==> config.mk <==
export PLATFORM = sky130hd
export DESIGN_NAME = uart_autobaud
export DESIGN_NICKNAME = d
export VERILOG_FILES = /design/src/rtl/uart_autobaud_pkg.sv /design/src/rtl/uart_autobaud_rx_sync_edge.sv /design/src/rtl/uart_autobaud.sv
export SDC_FILE = /design/constraint.sdc
export NUM_CORES = 1
export LEC_CHECK = 0
export CAP_MARGIN = 20
export CELL_PAD_IN_SITES_DETAIL_PLACEMENT = 1
export CELL_PAD_IN_SITES_GLOBAL_PLACEMENT = 2
export CORE_UTILIZATION = 34
export DETAILED_ROUTE_END_ITERATION = 8
export PLACE_DENSITY = 0.81
export SYNTH_ARGS = -nofsm -noshare
export SYNTH_HDL_FRONTEND = slang
export SYNTH_SLANG_ARGS = --single-unit
==> constraint.sdc <==
create_clock -name clk -period 3.2 [get_ports clk]
set_clock_uncertainty 0.1 [all_clocks]
set_input_delay 0.48 -clock clk [delete_from_list [all_inputs] [get_ports clk]]
set_output_delay 0.48 -clock clk [all_outputs]
set_load 0.1 [all_outputs]
==> src/rtl/uart_autobaud_pkg.sv <==
// uart_autobaud_pkg: state encoding and character constants shared by the autobaud block.
// Latency: n/a (types and constants only).
// Backpressure: n/a.
package uart_autobaud_pkg;

  typedef enum logic [1:0] {
    IDLE_WAIT  = 2'd0,
    WAIT_START = 2'd1,
    MEASURE    = 2'd2,
    LOCKED     = 2'd3
  } ab_state_e;

  // Sync character: LSB-first framing gives falling edges at start, b1, b3, b5, b7.
  localparam logic [7:0] SYNC_CHAR      = 8'h55;
  // Falling edges counted after the start edge before the 8-bit span is complete.
  localparam int         EDGES_PER_CHAR = 4;
  // The start-to-fifth-edge span covers 2**DIV_SHIFT bit times.
  localparam int         DIV_SHIFT      = 3;

endpackage

==> src/rtl/uart_autobaud_rx_sync_edge.sv <==
// rx_sync_edge: 2-flop synchronizer plus history flop; emits level and edge strobes.
// Latency: level after 2 cycles, strobes visible after 2 cycles, acted on at the 3rd edge.
// Backpressure: none; free-running sampler. Rise strobe exists only with UART_AUTOBAUD_VERIFY_EN.
module rx_sync_edge (
  input  logic clk_i,
  input  logic rst_i,
  input  logic rx_i,
  output logic lvl_o,
  output logic fall_o
`ifdef UART_AUTOBAUD_VERIFY_EN
  , output logic rise_o
`endif
);

  logic s1_q, s2_q, prev_q;

  // Resync the pin and keep one cycle of history; reset to the idle (high) line level.
  always_ff @(posedge clk_i or posedge rst_i) begin
    if (rst_i) begin
      s1_q   <= 1'b1;
      s2_q   <= 1'b1;
      prev_q <= 1'b1;
    end else begin
      s1_q   <= rx_i;
      s2_q   <= s1_q;
      prev_q <= s2_q;
    end
  end

  assign lvl_o  = s2_q;
  assign fall_o = prev_q & ~s2_q;
`ifdef UART_AUTOBAUD_VERIFY_EN
  assign rise_o = ~prev_q & s2_q;
`endif

endmodule

==> src/rtl/uart_autobaud.sv <==
// uart_autobaud: measures a 0x55 sync character on rx_in and latches the cycles-per-bit divisor.
// Latency: lock_pulse/err one cycle after the deciding edge is seen (pin + 3 cycles + 1).
// Backpressure: none; rearm restarts at any time. UART_AUTOBAUD_VERIFY_EN adds a start-bit low-time check.
module uart_autobaud
  import uart_autobaud_pkg::*;
#(
  parameter int CNT_W       = 20,
  parameter int IDLE_CYCLES = 64,
  parameter int MIN_DIV     = 4
) (
  input  logic             clk,
  input  logic             reset,
  input  logic             rx_in,
  input  logic             rearm,
  output logic [CNT_W-4:0] baud_div,
  output logic             locked,
  output logic             lock_pulse,
  output logic             err
);

  localparam int DIV_W  = CNT_W - DIV_SHIFT;
  localparam int IDLE_W = $clog2(IDLE_CYCLES + 1);
  // The counter is cleared on the start edge, so it reads one less than the
  // edge-to-edge span when the final edge arrives; fold that +1 into the rounding.
  localparam logic [CNT_W:0] ROUND_K = (CNT_W+1)'(1 + (1 << (DIV_SHIFT - 1)));

  logic rx_lvl, rx_fall;
`ifdef UART_AUTOBAUD_VERIFY_EN
  logic rx_rise;
`endif

  rx_sync_edge u_sync (
    .clk_i  (clk),
    .rst_i  (reset),
    .rx_i   (rx_in),
    .lvl_o  (rx_lvl),
    .fall_o (rx_fall)
`ifdef UART_AUTOBAUD_VERIFY_EN
    , .rise_o (rx_rise)
`endif
  );

  ab_state_e        state_q, state_d;
  logic [IDLE_W-1:0] idle_q, idle_d;
  logic [CNT_W-1:0] cnt_q, cnt_d;
  logic [2:0]       edge_q, edge_d;
  logic [DIV_W-1:0] div_q, div_d;
  logic             locked_q, locked_d;
  logic             lock_pulse_q, lock_pulse_d;
  logic             err_q, err_d;

  // Rounded divisor candidate, clamped so a near-saturated count cannot wrap.
  logic [CNT_W:0]          span_rnd;
  logic [CNT_W-DIV_SHIFT:0] div_wide;
  logic [DIV_W-1:0]        div_cand;
  logic                    div_ok, final_edge, cnt_sat, verify_ok;

  assign span_rnd   = {1'b0, cnt_q} + ROUND_K;
  assign div_wide   = span_rnd[CNT_W:DIV_SHIFT];
  assign div_cand   = div_wide[DIV_W] ? '1 : div_wide[DIV_W-1:0];
  assign div_ok     = div_cand >= DIV_W'(MIN_DIV);
  assign final_edge = rx_fall && (edge_q == 3'(EDGES_PER_CHAR - 1));
  assign cnt_sat    = &cnt_q;

`ifdef UART_AUTOBAUD_VERIFY_EN
  logic [CNT_W-1:0] low_q, low_d;
  logic             low_seen_q, low_seen_d;
  logic [CNT_W-1:0] div_ext, low_diff;

  assign div_ext   = CNT_W'(div_cand);
  assign low_diff  = (low_q >= div_ext) ? (low_q - div_ext) : (div_ext - low_q);
  assign verify_ok = low_seen_q && (low_diff <= (div_ext >> 2));

  // Start-bit low time, captured at the first rising edge of the measurement.
  always_ff @(posedge clk or posedge reset) begin
    if (reset) begin
      low_q      <= '0;
      low_seen_q <= 1'b0;
    end else begin
      low_q      <= low_d;
      low_seen_q <= low_seen_d;
    end
  end
`else
  assign verify_ok = 1'b1;
`endif

  // State, counters and registered outputs.
  always_ff @(posedge clk or posedge reset) begin
    if (reset) begin
      state_q      <= IDLE_WAIT;
      idle_q       <= '0;
      cnt_q        <= '0;
      edge_q       <= '0;
      div_q        <= '0;
      locked_q     <= 1'b0;
      lock_pulse_q <= 1'b0;
      err_q        <= 1'b0;
    end else begin
      state_q      <= state_d;
      idle_q       <= idle_d;
      cnt_q        <= cnt_d;
      edge_q       <= edge_d;
      div_q        <= div_d;
      locked_q     <= locked_d;
      lock_pulse_q <= lock_pulse_d;
      err_q        <= err_d;
    end
  end

  // Next-state and datapath: rearm overrides everything, including a final edge.
  always_comb begin
    state_d      = state_q;
    idle_d       = idle_q;
    cnt_d        = cnt_q;
    edge_d       = edge_q;
    div_d        = div_q;
    locked_d     = locked_q;
    lock_pulse_d = 1'b0;
    err_d        = 1'b0;
`ifdef UART_AUTOBAUD_VERIFY_EN
    low_d        = low_q;
    low_seen_d   = low_seen_q;
`endif
    if (rearm) begin
      state_d  = IDLE_WAIT;
      idle_d   = '0;
      locked_d = 1'b0;
    end else begin
      case (state_q)
        IDLE_WAIT: begin
          if (!rx_lvl) begin
            idle_d = '0;
          end else if (idle_q >= IDLE_W'(IDLE_CYCLES - 1)) begin
            idle_d  = '0;
            state_d = WAIT_START;
          end else begin
            idle_d = idle_q + 1'b1;
          end
        end
        WAIT_START: begin
          if (rx_fall) begin
            cnt_d   = '0;
            edge_d  = '0;
            state_d = MEASURE;
`ifdef UART_AUTOBAUD_VERIFY_EN
            low_seen_d = 1'b0;
`endif
          end
        end
        MEASURE: begin
          if (!cnt_sat) cnt_d = cnt_q + 1'b1;
          if (rx_fall) edge_d = edge_q + 1'b1;
`ifdef UART_AUTOBAUD_VERIFY_EN
          if (rx_rise && !low_seen_q) begin
            low_d      = cnt_q + 1'b1;
            low_seen_d = 1'b1;
          end
`endif
          if (final_edge) begin
            if (div_ok && verify_ok) begin
              div_d        = div_cand;
              locked_d     = 1'b1;
              lock_pulse_d = 1'b1;
              state_d      = LOCKED;
            end else begin
              err_d   = 1'b1;
              idle_d  = '0;
              state_d = IDLE_WAIT;
            end
          end else if (cnt_sat) begin
            err_d   = 1'b1;
            idle_d  = '0;
            state_d = IDLE_WAIT;
          end
        end
        LOCKED: begin
          state_d = LOCKED;
        end
        default: state_d = IDLE_WAIT;
      endcase
    end
  end

  assign baud_div   = div_q;
  assign locked     = locked_q;
  assign lock_pulse = lock_pulse_q;
  assign err        = err_q;

endmodule

## Yosys cells after proc, flatten, opt, wreduce, memory -nomap -nowiden

Cells that the tools add are included.

| cells by class | value |
|---|---|
| add/sub/neg operators | 4 |
| multipliers | 0 |
| divide/modulo/power cells | 0 |
| order comparisons | 2 |
| equality and inequality tests | 12 |
| shift-type cells | 0 |
| multiplexer cells | 35 |
| bitwise operators | 3 |
| reduce and logical (&&, ||, !) cells | 14 |

Operators with widths:

| kind | number |
|---|---|
| 7-bit 2-to-1 mux | 6 |
| 20-bit 2-to-1 mux | 2 |
| 20-bit case mux with 2 select lines | 1 |
| 20-bit by 3-bit adder with 21-bit output (second input constant) | 1 |
| 20-bit by 1-bit adder with 20-bit output (second input constant) | 1 |
| 20-bit AND reduction | 1 |
| 17-bit by 3-bit >= comparator with 1-bit output (second input constant) | 1 |
| 17-bit 2-to-1 mux | 1 |
| 4-bit AND reduction | 4 |
| 2-bit 2-to-1 mux | 7 |
| 7-bit case mux with 2 select lines | 1 |
| 1-bit 2-to-1 mux | 13 |
| 4-bit inequality test (second input constant) | 2 |
| 2-bit case mux with 4 select lines | 1 |
| 2-bit nonzero test | 4 |
| 7-bit by 1-bit adder with 7-bit output (second input constant) | 1 |
| 7-bit by 6-bit >= comparator with 1-bit output (second input constant) | 1 |
| 3-bit 2-to-1 mux | 2 |
| 2-bit inequality test (second input constant) | 3 |
| 3-bit inequality test (second input constant) | 2 |
| 3-bit case mux with 2 select lines | 1 |
| 3-bit AND reduction | 2 |
| 2-bit equality test (second input constant) | 2 |
| 3-bit by 1-bit adder with 3-bit output (second input constant) | 1 |
| 8 further kinds | 9 |

| storage, ports and cells | value |
|---|---|
| flip-flop bits (word level) | 55 |
| latch bits | 0 |
| RAM bits | 0 |
| memory bits (read-only) | 0 |
| bits of input ports | 4 |
| output and inout port bits | 20 |
| word-level logic and storage cells | 81 |
| memories | 0 |

## Longest topological paths before layout

| depth | value |
|---|---|
| word-level depth | 7 |
| gate-level depth with buffers | 11 |
| gate-level depth less buffers | 8 |

## Cells and area by module

From an unflattened synthesis, not the netlist that was laid out.

| second synthesis, totals | value |
|---|---|
| cell total of the unflattened synthesis | 344 |
| area total of the unflattened synthesis | 3246.9 sq um |

By module, submodules not included:

| module | times used | cells each | area an instance (sq um) | sequential area each (sq um) |
|---|---|---|---|---|
| uart_autobaud | 1 | 339 | 3150.5 | 1301.2 |
| rx_sync_edge | 1 | 5 | 96.3 | 78.8 |

## Least setup slack after synthesis

No wires, ideal clock.

| timing path | value |
|---|---|
| kind | register to register |
| from | reg cnt_q[0] |
| to | reg div_q[0], in the netlist baud_div[0] |
| setup time | 0.126 ns |
| data arrival time | 2.883 ns |
| path slack | 0.091 ns |
| cell stages (with the launch flop) | 12 |
| buffers on the path | 3 |
| clock period less this slack | 3.109 ns |
| cell sequence | dfrtp_1 ha_1 clkbuf_1 o211ai_1 nor2_2 and3_1 a21oi_1 or4b_2 o21a_1 buf_6 buf_8 mux2_4 |

| between the ends | value |
|---|---|
| word-level cells in the longest chain between the ends | 4 |

Ends and longest elaborated chain:

| what | RTL line | source |
|---|---|---|
| start: declaration | uart_autobaud.sv:45 | `logic [CNT_W-1:0] cnt_q, cnt_d;` |
| start signal: assignment | uart_autobaud.sv:102 | `cnt_q <= cnt_d;` |
| 20-bit by 3-bit adder with 21-bit output (*) | uart_autobaud.sv:58 | `assign span_rnd = {1'b0, cnt_q} + ROUND_K;` |
| 17-bit 2-to-1 mux (*) | uart_autobaud.sv:60 | `assign div_cand = div_wide[DIV_W] ? '1 : div_wide[DIV_W-1:0];` |
| 17-bit by 3-bit >= comparator with 1-bit output | uart_autobaud.sv:61 | `assign div_ok = div_cand >= DIV_W'(MIN_DIV);` |
| 4-bit AND reduction (no source line) | -- |  |
| end signal: assignment | uart_autobaud.sv:104 | `div_q <= div_d;` |
| end: declaration | uart_autobaud.sv:47 | `logic [DIV_W-1:0] div_q, div_d;` |

Mark *: on every way between the ends. The rest lies on a longest branch, timed or not.
A chain may end at the register's enable or synchronous reset.

## Final worst setup path

| timing path | value |
|---|---|
| from | reg cnt_q[3] |
| to | reg div_q[3], in the netlist baud_div[3] |

Same word-level chain as after synthesis.

==> impl_metrics.ini <==
[min_path]
hold_class = reg -> reg
min_from = u_sync.s1_q
hold_end = u_sync.lvl_o
holdPathStages = 0

[critical_path]
crit_buf_inv = 1
critical-path-top-delay-family = simple AND/OR/NAND/NOR gates
worstPathMaxFanout = 19
path_cells = and2_4, or4b_4, o21ai_1, o211ai_1, or4_4, o21a_1, buf_12, mux2_4
arrival_ps = 3180
ff2ff_path_depth = 8
ff2ff_setup_slack_ps = 120
crit_cells = 8
slowest_stage = or4_4
crit_required_ps = 3300
end_kind = flip-flop
cp-start-kind = flip-flop
worstSetupPathType = reg -> reg
r2r-end = baud_div[3]
cpPeakStageDelay_ps = 590
rr_startpoint = cnt_q[3]

[timing]
setup_viol = 0
period_needed_ps = 3080
slew_viol_final = 0
max-slew-margin-rel = 0.592
whs_ps = 268
timing.fmax_mhz = 325
rsz0062_at_grt = no
worstMarginPinSlew_ps = 611
tns_ps = 0
fin_crit_sh = 0.961
finalHoldViolCount = 0

[final_layout]
diodes = 0
layout-drive-gt1-share = 0.235
post_layout_nonfiller_instances = 508
area_growth_pct = 15.9
nets = 387

[floorplanning]
core_region_area_um2 = 9280
ios = 24
start_util = 0.353
die_h_um = 100
row_count = 35
die_area_um2 = 10000
fp.dieW_um = 100

[clocking]
cts_tree = built
htreeDepth = 2
path_clk_slew_ps = 100
cts.hold.buffers_added = 0
clk_path_buf_depth = 2
insertion_delay_ps = 310
cts_buffers = 5
cts_sinks = 55
cts_root_buf = clkbuf_8

[synth]
post-synth-top-count-cell = dfrtp_1
synth_top_area_cell = dfrtp_1
synth_area_leaders = dfrtp_1 (40%), xnor2_1 (4.5%), xor2_1 (4.3%), nand2_1 (4.1%), nor2_1 (3.8%)
async_reset_ff_frac = 1.00
seq_area_frac_synth = 0.421
ys_types = 56
synth-seq-cells = 55
synthCells = 350
synth_edf_count = 0
synth.top_cell.area_share = 0.397
synthesis.nets = 358
ys.flop_type = dfrtp_1
synth_top_cells_by_count = dfrtp_1 (52), nand2_1 (36), nor2_1 (33)
synth_warnings = 0
syn-cell-area_um2 = 3280
syn_avg_cell_area_um2 = 9.37

[detailed_routing]
drtIter0Drc = 127
wl_per_cell_um = 16.5
ant_nets = 0
wl_um = 8390
num_vias = 2681
post_drt_via_cell_ratio = 5.28
route.detailed.drc = 0
firstDrtPassIters = 4

[status]
status = finished, final reports clean

[grt]
antenna_found_initial = 0
grt_first_pass_wirelength_um = 14100
grt_pass1_vias = 2768
busiest_layer = met2
grt_overflow = 0
grt_usage = 0.177
use_met3 = 0.0209
grt_max_degree = 30
met2_usage = 0.287
use_met1 = 0.247

[power_and_ir_drop]
power.leakage_uw = 0.00173
p_total_uw = 1390
power_density_nw_per_um2 = 366
peakVddDrop_uv = 151

[placed_design]
place_hpwl_um = 6330
place_inst = 500
place.gp.congestion = 0.823
port_buffers = 23

[flow_run]
cap_viol_max_count = 0
[cell type report]
| class | instances | area [um^2] |
|---|---|---|
| Inverter | 8 | 30.0 |
| Sequential cell | 55 | 1380 |
| Timing Repair Buffer | 50 | 408 |
| Multi-Input combinational cell | 259 | 1730 |
| Clock inverter | 1 | 5.00 |
| Fill cell | 1096 | 5480 |
| Clock buffer | 6 | 82.6 |
| Tap cell | 129 | 161 |
[how the worst max path moves through the flow]
stage | startpoint | endpoint | slack, ps
floorplan | cnt_q[0] | baud_div[0] | 90
global placement | cnt_q[0] | baud_div[2] | 140
detailed placement | cnt_q[0] | baud_div[3] | 50
CTS | cnt_q[0] | baud_div[3] | 50
global route | cnt_q[3] | baud_div[3] | 5
finish | cnt_q[3] | baud_div[3] | 120
[per-stage QoR]
stage | util | setup slack, ps | cell area, um^2
final | 0.409 | 125 | 3800
after global routing | 0.409 | 5.19 | 3800
after CTS | 0.407 | 50.7 | 3780
after detailed placement | 0.398 | 54.8 | 3690
after global placement | 0.398 | 136 | 3690
after floorplan | - | 90.7 | 3280
[cells in the final DEF, fill, tap and decap left out, drive strengths merged, types with 5 or more instances in the layout]
| cell type | instances |
|---|---|
| clkbuf | 6 |
| a21oi | 17 |
| buf | 47 |
| inv | 8 |
| a41oi | 5 |
| mux2 | 15 |
| nand2 | 36 |
| o21ai | 10 |
| dfrtp | 52 |
| a21o | 8 |
| nor2 | 34 |
| nand3 | 15 |
| xnor2 | 17 |
| nand4 | 17 |
| nor3 | 9 |
| xor2 | 16 |
[where the power goes]
part	internal, uW	switching (uW)
Sequential	732	49.3
Clock	171	226
Combinational	86.7	125
Total	989	400
[logic make-up after synthesis]
logic type / share of synthesized area
compound gates: 0.129
xor+xnor: 0.0881
fa+ha+maj: 0.0153
buf+inv: 0.0565
flops: 0.421
mux: 0.0706
simple gates: 0.220
[sequential cells by signal (all words and copies together) (netlist names)]
register / flops
lock_pulse: 1
idle_q: 7
edge_q: 3
u_sync.prev_q: 1
baud_div: 17
cnt_q: 20
locked: 1
state_q: 2
u_sync.s1_q: 1
u_sync.lvl_o: 1
err: 1
[per-layer routing]
layer  up-vias  share of wire  routed length (um)
li1       1292              -                   -
met1      1346           0.51                4290
met2        33           0.46                3840
met3        10          0.016                 136
met4         0          0.016                 135
met5         -              0                   0
[repair_timing]
item                                    CTS  global route
endpoints found under the setup margin    0            18
resized for setup                         0             6
buffers inserted                          0             1
(Power assumes the default switching activity.)
